[src/rtl/seq_game_datapath_pkg.sv]
// Shared constants for the sequence-memory game datapath: symbol ROM,
// counter width and the hex-to-7-segment decoder.
package seq_game_datapath_pkg;

  localparam int CW = 4;

  typedef logic [CW-1:0] cnt_t;

  localparam logic [6:0] SEG_BLANK = 7'h7F;

  localparam logic [CW-1:0] ROM_TABLE [16] = '{
    4'h3, 4'h7, 4'h1, 4'hC, 4'h5, 4'hA, 4'h0, 4'hE,
    4'h9, 4'h2, 4'hF, 4'h6, 4'hB, 4'h4, 4'h8, 4'hD
  };

  // Active-low segments, bit order gfedcba.
  function automatic logic [6:0] hex_to_seg(input logic [3:0] v);
    logic [6:0] seg;
    seg = SEG_BLANK;
    case (v)
      4'h0: seg = 7'h40;
      4'h1: seg = 7'h79;
      4'h2: seg = 7'h24;
      4'h3: seg = 7'h30;
      4'h4: seg = 7'h19;
      4'h5: seg = 7'h12;
      4'h6: seg = 7'h02;
      4'h7: seg = 7'h78;
      4'h8: seg = 7'h00;
      4'h9: seg = 7'h10;
      4'hA: seg = 7'h08;
      4'hB: seg = 7'h03;
      4'hC: seg = 7'h46;
      4'hD: seg = 7'h21;
      4'hE: seg = 7'h06;
      4'hF: seg = 7'h0E;
      default: seg = SEG_BLANK;
    endcase
    return seg;
  endfunction

endpackage

[src/rtl/seq_game_datapath_rom.sv]
// Fixed 16-entry symbol sequence, read combinationally.
module seq_rom
  import seq_game_datapath_pkg::*;
(
  input  logic [CW-1:0] addr,
  output logic [CW-1:0] data
);

  assign data = ROM_TABLE[addr];

endmodule

[src/rtl/seq_game_datapath.sv]
// Game datapath: round/score/playback/entry counters, timeout timer,
// confirm-key capture, and the LED / 7-segment status view.
module seq_game_datapath
  import seq_game_datapath_pkg::*;
#(
  parameter int TICK_DIV   = 50_000_000,
  parameter int TIME_LIMIT = 10,
  parameter int ROUNDS     = 16
) (
  input  logic       clock_50,
  input  logic       reset,
  input  logic [3:0] key,
  input  logic [7:0] switch,
  input  logic       r1,
  input  logic       r2,
  input  logic       e1,
  input  logic       e2,
  input  logic       e3,
  input  logic       e4,
  input  logic       sel,
  output logic [6:0] hex0,
  output logic [6:0] hex1,
  output logic [6:0] hex2,
  output logic [6:0] hex3,
  output logic [6:0] hex4,
  output logic [6:0] hex5,
  output logic [9:0] leds,
  output logic       end_fpga,
  output logic       end_user,
  output logic       end_time,
  output logic       win,
  output logic       match
);

  localparam int             PW         = (TICK_DIV > 1) ? $clog2(TICK_DIV) : 1;
  localparam logic [PW-1:0]  PRESC_LAST = PW'(TICK_DIV - 1);
  localparam cnt_t           T_LIM      = CW'(TIME_LIMIT);
  localparam cnt_t           R_LAST     = CW'(ROUNDS - 1);

  logic [PW-1:0] presc;
  logic          tick;
  logic [2:0]    key_sync;
  logic          press;
  cnt_t          cnt_fpga;
  cnt_t          cnt_user;
  cnt_t          time_cnt;
  cnt_t          time_cnt_nxt;
  cnt_t          round_cnt;
  cnt_t          score;
  cnt_t          user_reg;
  cnt_t          sym_fpga;
  cnt_t          sym_user;

  logic unused;
  assign unused = ^{key[3:1], switch[7:4]};

  seq_rom u_rom_fpga (.addr(cnt_fpga), .data(sym_fpga));
  seq_rom u_rom_user (.addr(cnt_user), .data(sym_user));

  assign tick  = (presc == PRESC_LAST);
  assign press = key_sync[2] & ~key_sync[1];

  always_ff @(posedge clock_50 or posedge reset) begin
    if (reset) begin
      presc <= '0;
    end else if (r1 || r2 || tick) begin
      presc <= '0;
    end else begin
      presc <= presc + 1'b1;
    end
  end

  // key_sync[1:0] resynchronise the button; key_sync[2] is the previous sample.
  always_ff @(posedge clock_50 or posedge reset) begin
    if (reset) begin
      key_sync <= '0;
    end else begin
      key_sync <= {key_sync[1:0], key[0]};
    end
  end

  always_comb begin
    time_cnt_nxt = time_cnt;
    if (e2 && tick && (time_cnt != T_LIM)) begin
      time_cnt_nxt = time_cnt + 1'b1;
    end
  end

  always_ff @(posedge clock_50 or posedge reset) begin
    if (reset) begin
      cnt_fpga  <= '0;
      cnt_user  <= '0;
      time_cnt  <= '0;
      round_cnt <= '0;
      score     <= '0;
      user_reg  <= '0;
      end_fpga  <= 1'b0;
      end_user  <= 1'b0;
      end_time  <= 1'b0;
      win       <= 1'b0;
      match     <= 1'b0;
    end else if (r1 || r2) begin
      cnt_fpga <= '0;
      cnt_user <= '0;
      time_cnt <= '0;
      end_fpga <= 1'b0;
      end_user <= 1'b0;
      end_time <= 1'b0;
      match    <= 1'b0;
      if (r1) begin
        round_cnt <= '0;
        score     <= '0;
        win       <= 1'b0;
      end
    end else begin
      if (e3 && tick) begin
        if (cnt_fpga == round_cnt) begin
          end_fpga <= 1'b1;
        end else begin
          cnt_fpga <= cnt_fpga + 1'b1;
        end
      end

      time_cnt <= time_cnt_nxt;
      end_time <= (time_cnt_nxt == T_LIM);

      if (e4) begin
        if (!end_user) begin
          if (cnt_user == round_cnt) begin
            end_user <= 1'b1;
          end else begin
            cnt_user <= cnt_user + 1'b1;
            match    <= 1'b0;
          end
        end else begin
          if (score != 4'hF) begin
            score <= score + 1'b1;
          end
          if (round_cnt == R_LAST) begin
            win <= 1'b1;
          end else begin
            round_cnt <= round_cnt + 1'b1;
          end
        end
      end

      // A capture in the same cycle as an advance wins the match update.
      if (e1 && press) begin
        user_reg <= switch[3:0];
        match    <= (switch[3:0] == sym_user);
      end
    end
  end

  always_comb begin
    hex0 = SEG_BLANK;
    if (sel) begin
      hex0 = hex_to_seg(user_reg);
    end else if (e3 && !end_fpga) begin
      hex0 = hex_to_seg(sym_fpga);
    end
  end

  assign hex1 = SEG_BLANK;
  assign hex2 = hex_to_seg(T_LIM - time_cnt);
  assign hex3 = SEG_BLANK;
  assign hex4 = hex_to_seg(round_cnt);
  assign hex5 = hex_to_seg(score);

  always_comb begin
    leds = '0;
    if (sel) begin
      leds[3:0] = user_reg;
    end else if (e3) begin
      leds[3:0] = sym_fpga;
    end
    leds[4] = match;
    leds[9] = end_time;
  end

endmodule

[config.mk]
export PLATFORM = sky130hd
export DESIGN_NAME = seq_game_datapath
export DESIGN_NICKNAME = d
export VERILOG_FILES = /design/src/rtl/seq_game_datapath_pkg.sv /design/src/rtl/seq_game_datapath_rom.sv /design/src/rtl/seq_game_datapath.sv
export SDC_FILE = /design/constraint.sdc
export NUM_CORES = 1
export LEC_CHECK = 0
export ABC_AREA = 0
export CORE_MARGIN = 2
export CORE_UTILIZATION = 59
export DETAILED_ROUTE_END_ITERATION = 12
export MAX_ROUTING_LAYER = met4
export PLACE_DENSITY = 0.85
export SYNTH_ARGS = -nofsm -noshare
export SYNTH_HDL_FRONTEND = slang
export SYNTH_SLANG_ARGS = --single-unit
[constraint.sdc]
create_clock -name clock_50 -period 8.3 [get_ports clock_50]
set_input_delay 1.66 -clock clock_50 [delete_from_list [all_inputs] [get_ports clock_50]]
set_output_delay 1.66 -clock clock_50 [all_outputs]
set_load 0.02 [all_outputs]
==> results.toml <==
[power]
ir_drop_v = 0.000145
leakage_uw = 0.00234
pwr_density_cell_nw_per_um2 = 138

[clock_tree]
root_buffer = "clkbuf_8"
cts_buffers = 9
cts-resized-gates = 0
numClockSinks = 58
cts_setup_buffers = 0
clk_pin_slew_ps = 70
clk_latency_ps = 340
cts_buffer_depth = 2
holdBufCountCts = 0
cts_tree = "yes"
htreeDepth = 3

[drt]
drc = 0
first_pass_iters = 4
ant_nets = 0
vias_per_cell = 5.77
wl_per_cell_um = 14.3
drt_iter0_drc = 247
num_vias = 4055
wirelength_mm = 10.1

[setup_path]
cp-start-kind = "input pin"
required_ps = 6640
crit_arrival_ps = 3800
end_kind = "primary output"
cp_max_fo = 12
crit_type = "in -> out"

[timing]
grt_setup_unrepaired = "no"
timing.fmax_mhz = 183
hold_viol_final = 0
drv_slew = 0
layout_setup_ws_ps = 2840
fin_crit_ps = 5460
tightest_slew_ps = 1070
setup_viol = 0
fin_crit_sh_pct = 65.7
slew_headroom_pct = 28.6
finClkSkew_ps = 9.09
setup-tns-final_ps = 0
fin_hold_ws_ps = 350

[cells_and_area]
final_cell_mix = "nor2_1 (72), dfrtp_1 (58), clkdlybuf4s50_1 (52), ha_1 (43), nand2_1 (38)"
syn2layout_area_growth_pct = 14.3
multi_input_area_um2 = 3080
final_nets = 657
largest_reg_flops = 26
n_antenna_cell = 0
regMostFlops = "presc"
final_common_cell = "nor2_1"
regArea_um2 = 1450
layout-drive-gt1-share_pct = 7.69
fin_area_um2 = 5560
n_fill_cell = 641

[yosys]
ys_seq_area_share_pct = 29.8
synth_compound_area_share_pct = 13.2
yosysWarningCount = 0
ys_ff_latch = 58
synth_top_family_by_area = "simple AND/OR/NAND/NOR gates"
synth_xor_area_share_pct = 8.10
synth_fa_ha_area_share_pct = 11.1
async_reset_ff_share_pct = 100
synth.distinct_cells = 64
syn_avg_cell_area_um2 = 8.61
yosys.area_share.simple_pct = 22.0
netlist_area_um2 = 4870
synth_edf_count = 0
synth_flop_cell = "dfrtp_1"
syn_inst = 565
synthMuxAreaShare_pct = 7.46

[floorplan]
start_util_pct = 60.1
die_x_um = 94.8
ioPinCount = 78
core_region_area_um2 = 8090
dieArea_um2 = 8990
fp.dieH_um = 94.8
rows = 33

[placed_design]
dp_slack_ps = 2880
dp_hpwl_mm = 7.24
place_congestion = 0.839
placed_area_um2 = 5310
portBuffers = 52

[run_status]
status = "finished, final reports clean"

[global_routing]
grt_remaining_overflow = 0
antenna_found_initial = 0
grt_first_pass_wirelength_mm = 17.7
grt_pass1_vias = 3927
grt_max_degree = 59
grt_usage_pct = 25.1

[run]
cap_violations = 0

[hold_path]
hp-class = "reg -> reg"
[kinds of logic (layout without fill, tap and decap cells)]
| logic type | count (synthesis) | in the layout |
|---|---|---|
| AO/OA/AOI/OAI | 96 | 96 |
| XOR/XNOR | 45 | 45 |
| adder cells (fa/ha/maj) | 43 | 43 |
| buffers and inverters | 85 | 102 |
| flip-flops | 58 | 58 |
| multiplexers | 27 | 27 |
| other | 2 | 18 |
| AND/OR/NAND/NOR | 209 | 209 |
[synthesized netlist by cell type (all sizes together), types with 2 or more instances]
master | n | area, µm²
conb | 2 | 7.51
o31a | 2 | 17.5
nand4b | 2 | 17.5
nor2b | 9 | 56.3
xor2 | 21 | 184
ha | 43 | 538
or3b | 4 | 35.0
o221ai | 4 | 35.0
a311oi | 2 | 17.5
a31oi | 3 | 18.8
mux2 | 4 | 45.0
xnor2 | 24 | 210
a22oi | 4 | 30.0
a22o | 7 | 61.3
buf | 25 | 174
nor4 | 8 | 65.1
and3 | 6 | 38.8
clkbuf | 27 | 101
nand2 | 38 | 143
dfrtp | 58 | 1450
mux2i | 16 | 160
nand4 | 16 | 100
a32oi | 2 | 17.5
a32o | 2 | 20.0
nand2b | 4 | 25.0
and4 | 4 | 37.5
o221a | 2 | 22.5
inv | 33 | 124
and2 | 4 | 25.0
or3 | 3 | 20.0
a21oi | 25 | 125
o31ai | 6 | 45.0
nor3 | 6 | 30.0
or2 | 3 | 18.8
or4 | 2 | 15.0
o21ai | 22 | 110
nor2 | 72 | 270
nand3 | 22 | 123
mux4 | 7 | 158
a211oi | 2 | 15.0
nor3b | 3 | 22.5
a21o | 2 | 15.0
[metal layers]
layer	global-route usage [%]	vias up	part of all wire, %
li1	-	1992	-
met2	42.7	80	52
met5	-	-	0
met4	9.30	0	1.3
met1	31.0	1971	44
met3	2.71	12	3.3
[power by group]
part	switching, µW	leakage, µW	internal, µW
Combinational	77.8	0.00143	59.3
Sequential	18.0	0.000792	290
Clock	117	0.000119	208
Total	213	0.00234	557
[worst paths after layout]
path	start	end	slack, ps	cells past startpoint
min in group asynchronous	reset	presc[15]$_DFF_PP0_	1850	3
min	key_sync[0]$_DFF_PP0_	key_sync[1]$_DFF_PP0_	350	0
min reg2reg	key_sync[0]$_DFF_PP0_	key_sync[1]$_DFF_PP0_	350	0
max	sel	hex0[5]	2840	6
max in group asynchronous	reset	user_reg[2]$_DFFE_PP0P_	5980	3
max reg2reg	presc[8]$_DFF_PP0_	presc[25]$_DFF_PP0_	5780	5
[area by class of cell]
type	count	share of cell area, %
Multi-Input combinational cell	438	55.3
Sequential cell	58	26.1
Timing Repair Buffer	53	9.49
Clock buffer	10	2.47
Tap cell	105	2.36
Inverter	33	2.23
Clock inverter	6	2.05
[worst max-delay path, stage by stage]
cell and delay (ps):
clkdlybuf4s50_1 600, nand2b_1 290, nor2_1 360, o221a_2 270, a21oi_1 50, clkdlybuf4s50_1 560
[metrics by stage]
stage | utilization [%] | total power, µW | instances
after detailed placement | 65.6 | 450 | 687
after global placement | 65.6 | 443 | 687
after global routing | 68.7 | 803 | 703
after CTS | 68.7 | 774 | 703
after floorplan | - | 406 | 581
final | 68.7 | 770 | 703
No activity file was read; power rests on OpenSTA's default activity.
